===== src/rtl/fifo_drain_pkg.sv =====
`default_nettype none
// ----------------------------------------------------------------------------
// fifo_drain_pkg: shared state encoding and widths for fifo_drain_serializer.
// Rev 1.0
// ----------------------------------------------------------------------------
package fifo_drain_pkg;

  typedef enum logic [1:0] {
    IDLE = 2'd0,
    REQ  = 2'd1,
    SEND = 2'd2
  } drain_state_t;

  localparam int COUNT_W = 16;

endpackage
`default_nettype wire


===== src/rtl/drain_shift_reg.sv =====
`default_nettype none
// ----------------------------------------------------------------------------
// drain_shift_reg: holds one FIFO word and presents the OUT_WIDTH beat picked by beat_idx.
// Rev 1.0
// ----------------------------------------------------------------------------
module drain_shift_reg #(
  parameter int DATA_WIDTH = 32,
  parameter int OUT_WIDTH  = 8,
  parameter bit LSB_FIRST  = 1'b1
) (
  input  logic                     clk,
  input  logic                     rst_n,
  input  logic                     load,
  input  logic [DATA_WIDTH-1:0]    load_data,
  input  logic [((DATA_WIDTH/OUT_WIDTH) > 1 ? $clog2(DATA_WIDTH/OUT_WIDTH) : 1)-1:0] beat_idx,
  output logic [OUT_WIDTH-1:0]     beat_data
);

  localparam int BEATS = DATA_WIDTH / OUT_WIDTH;

  logic [DATA_WIDTH-1:0] word;
  logic [OUT_WIDTH-1:0]  slices [BEATS];

  always_ff @(posedge clk or negedge rst_n) begin
    if (!rst_n) begin
      word <= '0;
    end else if (load) begin
      word <= load_data;
    end
  end

  // slices[] is always in emission order, so the mux below is order-agnostic
  for (genvar g = 0; g < BEATS; g++) begin : g_slice
    if (LSB_FIRST) begin : g_lsb
      assign slices[g] = word[g*OUT_WIDTH +: OUT_WIDTH];
    end else begin : g_msb
      assign slices[g] = word[(BEATS-1-g)*OUT_WIDTH +: OUT_WIDTH];
    end
  end

  assign beat_data = slices[beat_idx];

endmodule
`default_nettype wire


===== src/rtl/fifo_drain_serializer.sv =====
`default_nettype none
// ----------------------------------------------------------------------------
// fifo_drain_serializer: pops FIFO words and emits them as OUT_WIDTH valid/ready beats.
// Define FIFO_DRAIN_STATS_EN to add the word_count_out completed-word counter.
// Rev 1.0
// ----------------------------------------------------------------------------
module fifo_drain_serializer
  import fifo_drain_pkg::*;
#(
  parameter int DATA_WIDTH = 32,
  parameter int OUT_WIDTH  = 8,
  parameter bit LSB_FIRST  = 1'b1
) (
  input  logic                  clk_in,
  input  logic                  rst_n_in,
  input  logic                  fifo_empty_in,
  input  logic [DATA_WIDTH-1:0] fifo_data_in,
  input  logic                  fifo_valid_in,
  output logic                  fifo_deq_out,
  output logic [OUT_WIDTH-1:0]  m_data_out,
  output logic                  m_valid_out,
  output logic                  m_last_out,
  input  logic                  m_ready_in,
  output logic                  busy_out,
  output logic                  err_out
`ifdef FIFO_DRAIN_STATS_EN
  ,
  output logic [COUNT_W-1:0]    word_count_out
`endif
);

  localparam int BEATS = DATA_WIDTH / OUT_WIDTH;
  localparam int IDX_W = (BEATS > 1) ? $clog2(BEATS) : 1;
  localparam logic [IDX_W-1:0] LAST_BEAT = IDX_W'(BEATS - 1);

  drain_state_t         state;
  drain_state_t         next_state;
  logic [IDX_W-1:0]     beat;
  logic [IDX_W-1:0]     next_beat;
  logic                 load;
  logic                 err_set;
  logic [OUT_WIDTH-1:0] beat_data;

  always_ff @(posedge clk_in or negedge rst_n_in) begin
    if (!rst_n_in) begin
      state   <= IDLE;
      beat    <= '0;
      err_out <= 1'b0;
    end else begin
      state <= next_state;
      beat  <= next_beat;
      if (err_set) begin
        err_out <= 1'b1;
      end
    end
  end

  always_comb begin
    next_state   = state;
    next_beat    = beat;
    fifo_deq_out = 1'b0;
    load         = 1'b0;
    // a FIFO response is only legal in the cycle after our deq
    err_set      = fifo_valid_in && (state != REQ);
    unique case (state)
      IDLE: begin
        if (!fifo_empty_in) begin
          fifo_deq_out = 1'b1;
          next_state   = REQ;
        end
      end
      REQ: begin
        if (fifo_valid_in) begin
          load       = 1'b1;
          next_beat  = '0;
          next_state = SEND;
        end else begin
          err_set    = 1'b1;
          next_state = IDLE;
        end
      end
      SEND: begin
        if (m_ready_in) begin
          if (beat == LAST_BEAT) begin
            next_beat = '0;
            // chain straight into the next pop to keep a single bubble per word
            if (!fifo_empty_in) begin
              fifo_deq_out = 1'b1;
              next_state   = REQ;
            end else begin
              next_state   = IDLE;
            end
          end else begin
            next_beat = beat + 1'b1;
          end
        end
      end
      default: next_state = IDLE;
    endcase
  end

  drain_shift_reg #(
    .DATA_WIDTH (DATA_WIDTH),
    .OUT_WIDTH  (OUT_WIDTH),
    .LSB_FIRST  (LSB_FIRST)
  ) u_shift (
    .clk       (clk_in),
    .rst_n     (rst_n_in),
    .load      (load),
    .load_data (fifo_data_in),
    .beat_idx  (beat),
    .beat_data (beat_data)
  );

  assign m_valid_out = (state == SEND);
  assign m_last_out  = (state == SEND) && (beat == LAST_BEAT);
  assign m_data_out  = (state == SEND) ? beat_data : '0;
  assign busy_out    = (state != IDLE);

`ifdef FIFO_DRAIN_STATS_EN
  always_ff @(posedge clk_in or negedge rst_n_in) begin
    if (!rst_n_in) begin
      word_count_out <= '0;
    end else if (m_valid_out && m_ready_in && m_last_out) begin
      word_count_out <= word_count_out + 1'b1;
    end
  end
`endif

endmodule
`default_nettype wire


===== config.mk =====
export PLATFORM = sky130hd
export DESIGN_NAME = fifo_drain_serializer
export DESIGN_NICKNAME = d
export VERILOG_FILES = /design/src/rtl/fifo_drain_pkg.sv /design/src/rtl/drain_shift_reg.sv /design/src/rtl/fifo_drain_serializer.sv
export SDC_FILE = /design/constraint.sdc
export NUM_CORES = 1
export LEC_CHECK = 0
export CORE_MARGIN = 2
export CORE_UTILIZATION = 40
export DETAILED_ROUTE_END_ITERATION = 16
export DONT_BUFFER_PORTS = 1
export PLACE_DENSITY = 0.59
export SYNTH_ARGS = -nofsm -noshare
export SYNTH_HDL_FRONTEND = slang
export SYNTH_SLANG_ARGS = --single-unit

===== constraint.sdc =====
create_clock -name clk_in -period 1.55 [get_ports clk_in]
set_input_delay 0.0775 -clock clk_in [delete_from_list [all_inputs] [get_ports clk_in]]
set_output_delay 0.0775 -clock clk_in [all_outputs]
set_load 0.005 [all_outputs]

==> metrics.md, run 1 <==
| Metric | Value |
|---|---|
| Clock slew at reported path FFs | 0.07 ns |
| Slowest CP cell | dfrtp_1 |
| Core Region | 4290 um2 |
| FILL cells | around 370 |
| RR Startpoint | state[1]$_DFFE_PN0P_ |
| Number of library cell types mapped by synthesis | 23 |
| Number of iterations in the first detailed-routing pass | 4 |
| Min Clock Period, post-route | about 1.5 ns |
| Grt ovf | 0 |
| Commonest cells in the netlist | dfrtp_1, mux2_2, mux2i_1 |
| Routed Antenna Nets | 0 |
| Die ar. | just under 5000 um2 |
| Logic pwr share | ~37% |
| Crit path capture type | output pin |
| Met3 GRT Util | ~4.8% |
| CTS Buf Count | 5 |
| WL/cell | about 16 um |
| Antenna diode count | 0 |
| Nets | approximately 200 |
| Critical Path RT | around 1.5 ns |
| Vias in the first global route | approximately 1200 |
| DP HPWL | 2.37 mm |
| Synthesis-to-finish area growth | 31.7% |
| Worst min path class | input port to flip-flop |
| Clk buf depth | 2 |
| Final Hold Fails | 0 |
| Worst-Margin Slew | 0.267 ns |
| Final Max Tran Viols | 0 |
| Final worst-path cycle share | approximately 97% |
| Register area share after synthesis | 52.7% |
| WS Path Type | flip-flop to output pin |
| Met2 usage | 26.2% |
| Die Ht | ~70 um |
| Post-synthesis instance total | roughly 130 |
| Achievable frequency | approximately 0.67 GHz |
| Maximum VDD drop | between 0.8 and 0.9 mV |
| Slew HR | between 80% and 90% |
| Met1 Track Usage GR | roughly 18% |
| Yosys top cell area share | a little over half |
| Top-count cell post-synth | dfrtp_1 |
| Top-Level Pins | 50 |
| FF-to-FF End | u_shift.word[4]$_DFFE_PN0P_ |
| Antenna violations before repair | 0 |
| CP startpoint | state[0]$_DFFE_PN0P_ |
| PwrDens | 1730 nW/um2 |
| Via-per-instance ratio | approximately 5.2 |
| Post-Place Cell Area | 1790 um2 |
| Hold EP | beat[0]$_DFFE_PN0P_ |
| Int Pwr | around 2.8 mW |
| Detailed Route WL | between 3 and 4 mm |
| Residual DRC | 0 |
| RSZ-0062 raised after global routing | true |
| NetSw | about 1.2 mW |
| Cell Chain, Critical Path | buf_4, nor2b_4, nand2_4, o22ai_1 |
| Setup slack, reg-to-reg | around 0.06 ns |
| Sequential power share | between 40% and 50% |
| Layout cell share with drive strength beyond 1 | 35.8% |
| Clock latency on the worst-skew pair | 0.28 ns |
| DR vias | between 1000 and 1500 |
| Status | finished clean |
| Worst Hold Depth | 2 |
| Largest net degree at the start of global routing | 38 |
| Main area contributors after synthesis | dfrtp_1, mux2_2, mux2i_1 |
| Row cnt | 24 |
| GRT Total Usage | ~15% |
| Count of final setup violators | 0 |
| Max incr delay on CP | between 0.3 and 0.4 ns |
| CTS sink count | 37 |
| Worst Path Arrival | 1.42 ns |
| Worst R2R Path Depth | 4 |
| Top delay family on crit path | flip-flops |
| First-pass GRT wire length | ~6 mm |
| CTS tree | built |
| Static Leak | approximately 0.95 nW |
| EDFF count, synth | 0 |
| Top Usage Layer GRT | met2 |
| RePlAce Congestion | roughly 0.67 |
| H-tree depth | 2 |
| Post-synthesis async set-or-reset flop share | 100% |
| Cell taking the most area after synthesis | dfrtp_1 |
| Startpoint types | flip-flop |
| Overall power | roughly 4 mW |
| Syn_area_per_cell | between 10 and 15 um2 |
| Yosys Warn Count | 0 |
| Cell area after layout | ~2300 um2 |
| Root Buffer | clkbuf_8 |
| Buffers on Ports | 0 |
| Max_cap viols | 0 |
| Hold path start | m_ready_in |
| Starting Density | 40.9% |
| Die W | between 70 and 80 um |
| CP max FO | 9 |
| Main synth FF type | dfrtp_1 |
| Post-CTS setup repair buffer count | 0 |
| Mapped Area | 1760 um2 |
| Final core utilization | between 50% and 60% |
| Clock skew | 0.0103 ns |
| Syn_nets | 165 |
| Worst hold margin | about 0.024 ns |
| Bufs and invs on worst path | 1 |
| Number of synthesized register bits | 37 |
| Clk network pwr share | about a fifth |
| First DRT Iteration DRCs | 85 |
| Net Sw Frac | between 30% and 40% |
-- kinds of logic after synthesis --
logic type / after synthesis / share of synthesized area, %
flops: 37 / 52.7
simple gates: 14 / 5.27
compound gates: 16 / 6.27
fa+ha+maj: 2 / 1.42
mux: 48 / 29.6
buf+inv: 9 / 4.70
-- worst max path at each step --
stage,cells after the start,slack [ns],endpoint
finish,4,0.05,m_data_out[7]
global route,4,-0.03,m_data_out[5]
floorplan,6,0.008,u_shift.word[10]$_DFFE_PN0P_
CTS,4,0.006,m_data_out[3]
global placement,4,0.13,u_shift.word[1]$_DFFE_PN0P_
detailed placement,4,0.07,u_shift.word[4]$_DFFE_PN0P_
-- final cells by class --
| cell class | count | area (um2) | share of cell area (%) |
|---|---|---|---|
| clock buffer | 7 | 86.3 | 3.73 |
| clock inverter | 1 | 30.0 | 1.30 |
| multi-input combinational | 80 | 792 | 34.2 |
| sequential | 37 | 926 | 40.0 |
| tap | 52 | 65.1 | 2.81 |
| timing repair buffer | 40 | 414 | 17.9 |
-- through the flow --
stage          std cells  worst slack [ns]  TNS [ns]
2_1_floorplan        126           0.00801         0
3_3_place_gp         174             0.126         0
3_5_place_dp         174            0.0665         0
4_1_cts              217           0.00574         0
5_1_grt              217           -0.0336    -0.160
6_report             217            0.0534         0
-- placed cells by master, fill, tap and decap left out, types with 3 or more instances in the layout --
master,n
dlygate4sd3_1,34
a211oi_1,3
buf_4,3
o22ai_2,6
dfrtp_1,37
o22ai_1,3
clkbuf_8,6
mux2_2,32
mux2i_1,16
-- power by group through the flow --
stage / clock (mW) / sequential, mW / combinational [mW]
floorplan: 0 / 1.62 / 1.17
global placement: 0 / 1.67 / 1.26
detailed placement: 0 / 1.70 / 1.31
CTS: 0.860 / 1.68 / 1.44
global route: 0.902 / 1.75 / 1.64
finish: 0.838 / 1.69 / 1.49
-- state kept, by name (all words and copies together) (netlist names) --
register,cells
state,2
err_out,1
beat,2
u_shift.word,32
-- layer usage --
metal  vias to the layer above  share of wire, %  routed length (um)
met5                         -                 0                   0
met4                         0              0.90                  31
met3                         4               6.2                 214
met2                        29                52                1810
met1                       553                41                1410
li1                        541                 -                   -
-- timing repair --
action,4_1_cts,5_1_grt
setup endpoints to repair,1,8
hold buffers,35,0
gates cloned,0,0
gates resized for setup,2,7
endpoints found under the hold margin,70,0
pin swaps,0,1
(Power assumes the default switching activity.)
==> run 2: changes to the inputs <==
--- a/config.mk
+++ b/config.mk
@@ -6,10 +6,10 @@
 export NUM_CORES = 1
 export LEC_CHECK = 0
 export CORE_MARGIN = 2
-export CORE_UTILIZATION = 40
+export CORE_UTILIZATION = 45
 export DETAILED_ROUTE_END_ITERATION = 16
 export DONT_BUFFER_PORTS = 1
-export PLACE_DENSITY = 0.59
+export PLACE_DENSITY = 0.65
 export SYNTH_ARGS = -nofsm -noshare
 export SYNTH_HDL_FRONTEND = slang
 export SYNTH_SLANG_ARGS = --single-unit
==> run 2 against run 1 <==
Register-to-register slack hardly changed. Sequential cell count did not move. Fmax rose by 0.66%. Sequential share of layout area fell by 0.076 points. Largest power group unchanged. Critical endpoint is now u_shift.word[5]$_DFFE_PN0P_.
==> metrics.md, run 2 (synthesized netlist as in run 1, its figures left out) <==
| Metric | Value |
|---|---|
| Status | finished clean |
| CTS tree | built |
| CTS Buf Count | 5 |
| FILL cells | 301 |
| Clock latency on the worst-skew pair | roughly 0.28 ns |
| Antenna violations before repair | 0 |
| Layout cell share with drive strength beyond 1 | a little under two fifths |
| Biggest register | u_shift.word |
| GRT Total Usage | 17.7% |
| Worst R2R Path Depth | 4 |
| Most frequent cells in the layout | dfrtp_1, dlygate4sd3_1, mux2_2, mux2i_1 |
| Crit path capture type | flip-flop |
| WL/cell | 16.0 um |
| Logic pwr share | about 40% |
| FF-to-FF End | u_shift.word[5]$_DFFE_PN0P_ |
| Min Clock Period, post-route | around 1.5 ns |
| Final Hold Fails | 0 |
| H-tree depth | 2 |
| CP startpoint | state[1]$_DFFE_PN0P_ |
| Top Usage Layer GRT | met2 |
| Synthesis-to-finish area growth | 32.1% |
| Maximum VDD drop | slightly below 0.9 mV |
| Max_cap viols | 0 |
| CP max FO | 34 |
| Met1 Track Usage GR | 21.7% |
| Buffers on Ports | 0 |
| Antenna diode count | 0 |
| Most common cell after layout, fill and taps aside | dfrtp_1 |
| Grt ovf | 0 |
| Worst min path class | input port to flip-flop |
| Starting Density | about 47% |
| Residual DRC | 0 |
| Largest net degree at the start of global routing | 38 |
| Clock slew at reported path FFs | about 0.070 ns |
| Sequential power share | a little over two fifths |
| Critical Path RT | around 1.7 ns |
| RSZ-0062 raised after global routing | true |
| Number of iterations in the first detailed-routing pass | 4 |
| Static Leak | about 0.94 nW |
| Die W | around 66 um |
| Clk network pwr share | ~17% |
| Nets | slightly above 200 |
| Count of final setup violators | 0 |
| Post-CTS setup repair buffer count | 0 |
| Final Max Tran Viols | 0 |
| NetSw | between 1 and 1.5 mW |
| Achievable frequency | about 0.67 GHz |
| Routed Antenna Nets | 0 |
| CTS sink count | 37 |
| Final worst-path cycle share | about 96% |
| Vias in the first global route | between 1000 and 1500 |
| Worst hold margin | around 0.034 ns |
| Startpoint types | flip-flop |
| Worst Path Arrival | between 1.5 and 2 ns |
| DR vias | about 1100 |
| Clk buf depth | 2 |
| First-pass GRT wire length | ~5.7 mm |
| Met2 usage | between 20 and 30% |
| Detailed Route WL | around 3.4 mm |
| RePlAce Congestion | between 0.7 and 0.8 |
| Clock skew | roughly 0.0057 ns |
| Met3 GRT Util | under 10% |
| PwrDens | about 1700 nW/um2 |
| Die Ht | roughly 66 um |
| Multi-input logic area | slightly above 800 um2 |
| Max reg flops | 32 |
| Setup slack, reg-to-reg | roughly 0.063 ns |
| Root Buffer | clkbuf_8 |
| WS Path Type | flip-flop to flip-flop |
| Net Sw Frac | roughly 32% |
| Slew HR | 78.8% |
| DP HPWL | approximately 2.3 mm |
| RR Startpoint | state[1]$_DFFE_PN0P_ |
| Reg area | about 930 um2 |
| Int Pwr | ~2.7 mW |
| Worst-Margin Slew | 0.309 ns |
| Row cnt | 22 |
| Die ar. | 4420 um2 |
| Top-Level Pins | 50 |
| Core Region | about 3700 um2 |
| Overall power | between 3 and 4 mW |
| Biggest regs | u_shift.word (32), beat (2), state (2) |
| First DRT Iteration DRCs | 30 |
| Via-per-instance ratio | 5.30 |
| Capture point of the critical path | u_shift.word[5]$_DFFE_PN0P_ |
run 2: final cells by class:
| class | count | share of cell area (%) |
|---|---|---|
| Clock buffer | 7 | 3.72 |
| Sequential cell | 37 | 39.9 |
| Tap cell | 48 | 2.59 |
| Multi-Input combinational cell | 80 | 35.3 |
| Timing Repair Buffer | 41 | 18.4 |
run 2: how the worst min path moves through the flow:
stage,from,endpoint,slack (ns),depth (start not counted)
2_1_floorplan,rst_n_in,beat[0]$_DFFE_PN0P_,-0.22,0
3_3_place_gp,rst_n_in,state[0]$_DFFE_PN0P_,-0.22,0
3_5_place_dp,rst_n_in,state[0]$_DFFE_PN0P_,-0.22,0
4_1_cts,fifo_valid_in,err_out$_DFFE_PN0P_,0.003,2
5_1_grt,fifo_valid_in,err_out$_DFFE_PN0P_,0.03,2
6_report,m_ready_in,beat[0]$_DFFE_PN0P_,0.03,2
run 2: power by group through the flow:
stage	sequential [mW]	combinational, mW	clock [mW]
floorplan	1.62	1.17	0
global placement	1.67	1.26	0
detailed placement	1.69	1.31	0
CTS	1.67	1.40	0.682
global route	1.76	1.74	0.739
finish	1.69	1.59	0.658
run 2: per-layer routing:
layer,part of all wire [%],vias up
met5,0,-
met2,51,35
li1,-,533
met3,6.1,2
met4,0.38,0
met1,43,558
run 2: through the flow:
step / instances / worst slack [ns] / area [um2] / utilization [%] / setup TNS [ns]
after floorplan: 126 / 0.00801 / 1760 / - / 0
final: 213 / 0.0632 / 2320 / 62.5 / 0
after global routing: 213 / -0.0345 / 2320 / 62.5 / -0.166
after CTS: 213 / 0.0188 / 2240 / 60.3 / 0
after global placement: 170 / 0.131 / 1780 / 48.0 / 0
after detailed placement: 170 / 0.0882 / 1780 / 48.0 / 0
run 2: repair_timing:
item                                   4_1_cts  5_1_grt
hold buffers                                36        0
endpoints found under the hold margin       70        0
setup endpoints to repair                    0        8
gates resized for setup                      0       15
run 2: critical path, cell delays in order (launching register included):
cell     delay, ns
dfrtp_1       0.38
and2b_2       0.21
ha_2          0.18
buf_12        0.20
mux2_2        0.37
==> run 3: changes to the inputs <==
--- a/config.mk
+++ b/config.mk
@@ -10,6 +10,7 @@
 export DETAILED_ROUTE_END_ITERATION = 16
 export DONT_BUFFER_PORTS = 1
 export PLACE_DENSITY = 0.65
+export REMOVE_ABC_BUFFERS = 1
 export SYNTH_ARGS = -nofsm -noshare
 export SYNTH_HDL_FRONTEND = slang
 export SYNTH_SLANG_ARGS = --single-unit
==> run 3 against run 2 <==
Combinational power shrank 6%. Via count shrank 1.3%. Final cell count shrank 0.47%. Core utilization shrank 1.3 points. Global-route usage is essentially flat. Fmax is essentially flat. Routed wire length grew 2.6%. Clock skew shrank 0.0036 ns. Cell area shrank 2.1%. Hold slack lost 0.015 ns. Critical path type is now flip-flop to output pin. Critical endpoint is now m_data_out[0]. Largest cell class unchanged.
==> metrics.md, run 3 (synthesized netlist as in run 1, its figures left out) <==
| Metric | Value |
|---|---|
| Clock slew at reported path FFs | 0.06 ns |
| Post-Place Cell Area | 1770 um2 |
| Root Buffer | clkbuf_8 |
| H-tree depth | 2 |
| Critical Path RT | 1.47 ns |
| Number of iterations in the first detailed-routing pass | 4 |
| CTS Buf Count | 5 |
| RePlAce Congestion | approximately 0.72 |
| Post-route insts no fill | about 210 |
| Synthesis-to-finish area growth | 29.3% |
| Static Leak | ~0.94 nW |
| Layout cell share with drive strength beyond 1 | ~36% |
| Count of final setup violators | 0 |
| WL/cell | ~16 um |
| First DRT Iteration DRCs | between 60 and 70 |
| DP HPWL | about 2.3 mm |
| Vias in the first global route | 1267 |
| Maximum VDD drop | between 0.7 and 0.8 mV |
| Die Ht | approximately 66 um |
| DR vias | roughly 1100 |
| Clock latency on the worst-skew pair | ~0.27 ns |
| Clock skew | 0.00210 ns |
| Top-Level Pins | 50 |
| Placed cells | between 150 and 200 |
| Crit path capture type | output pin |
| Slew HR | between 70 and 80% |
| First-pass GRT wire length | between 5 and 6 mm |
| Worst Path Arrival | ~1.4 ns |
| Max_cap viols | 0 |
| Worst hold margin | about 0.019 ns |
| Largest net degree at the start of global routing | 38 |
| Buffers on Ports | 0 |
| Final core utilization | between 60% and 70% |
| Via-per-instance ratio | between 5 and 6 |
| Detailed Route WL | about 3.5 mm |
| Grt ovf | 0 |
| Met1 Track Usage GR | around 20% |
| Final Max Tran Viols | 0 |
| Routed Antenna Nets | 0 |
| Die W | approximately 66 um |
| Final worst-path cycle share | a little over nine tenths |
| Residual DRC | 0 |
| Core Region | approximately 3700 um2 |
| Final Hold Fails | 0 |
| Final Worst Setup Slack | approximately 0.064 ns |
| Worst-Margin Slew | about 0.32 ns |
| Cell area after layout | between 2000 and 2500 um2 |
| RSZ-0062 raised after global routing | true |
| Antenna violations before repair | 0 |
| Startpoint types | flip-flop |
| CTS tree | built |
| Antenna diode count | 0 |
| Setup_tns | 0 ns |
| Overall power | between 3 and 4 mW |
| Die ar. | approximately 4400 um2 |
| Biggest register | u_shift.word |
| Setup WS pre-CTS | 0.0976 ns |
| Starting Density | ~47% |
| Row cnt | 22 |
| Max reg flops | 32 |
| Most frequent cells in the layout | dfrtp_1, dlygate4sd3_1, mux2_2, mux2i_1, o22ai_2 |
| Worst min path class | input port to flip-flop |
| CP max FO | 9 |
| Met3 GRT Util | under 10% |
| Achievable frequency | 0.673 GHz |
| WS Path Type | flip-flop to output pin |
| CTS sink count | 37 |
| Met2 usage | between 30% and 40% |
| Biggest regs | u_shift.word (32), beat (2), state (2) |
| Min Clock Period, post-route | approximately 1.5 ns |
| Most common cell after layout, fill and taps aside | dfrtp_1 |
| PwrDens | between 1500 and 2000 nW/um2 |
| Nets | 203 |
| Status | finished clean |
| Top Usage Layer GRT | met2 |
| Clk buf depth | 2 |
| GRT Total Usage | approximately 18% |
==> run 3: power breakdown <==
| part | total (mW) | switching, mW | leakage [nW] | internal, mW |
|---|---|---|---|---|
| clock network | 0.645 | 0.293 | 0.0443 | 0.352 |
| registers | 1.69 | 0.254 | 0.441 | 1.43 |
| logic | 1.50 | 0.664 | 0.453 | 0.834 |
| total | 3.83 | 1.21 | 0.938 | 2.62 |
==> run 3: critical path, cell delays in order (launching register included) <==
cell,delay (ns)
dfrtp_1,0.38
buf_4,0.17
nor2b_4,0.20
nand2_4,0.16
o22ai_2,0.23
==> run 3: path summary, 6_finish.rpt <==
kind,startpoint,to,slack [ns],cells past startpoint
hold reg to reg,u_shift.word[10]$_DFFE_PN0P_,u_shift.word[10]$_DFFE_PN0P_,0.51,1
setup reg to reg,state[1]$_DFFE_PN0P_,u_shift.word[25]$_DFFE_PN0P_,0.09,4
hold / removal,m_ready_in,state[0]$_DFFE_PN0P_,0.02,2
min in group asynchronous,rst_n_in,beat[1]$_DFFE_PN0P_,0.26,2
setup / recovery,state[0]$_DFFE_PN0P_,m_data_out[0],0.06,4
max in group asynchronous,rst_n_in,u_shift.word[23]$_DFFE_PN0P_,1.10,2
==> run 3: area by class of cell <==
type / instances / area, um2
Timing Repair Buffer: 40 / 398
Clock buffer: 7 / 86.3
Tap cell: 48 / 60.1
Fill cell: 307 / 1440
Multi-Input combinational cell: 80 / 802
Sequential cell: 37 / 926
==> run 3: per-layer routing <==
layer	up-vias	share of wire, %
met1	551	42
met3	2	4.4
li1	528	-
met4	0	0.23
met5	-	0
met2	32	53
==> run 3: timing repair <==
item | in CTS | in global routing
setup buffers | 0 | 0
hold buffers | 35 | 0
cloned | 0 | 0
endpoints found under the hold margin | 70 | 0
pin swaps | 0 | 3
gates resized for setup | 1 | 8
endpoints found under the setup margin | 1 | 8
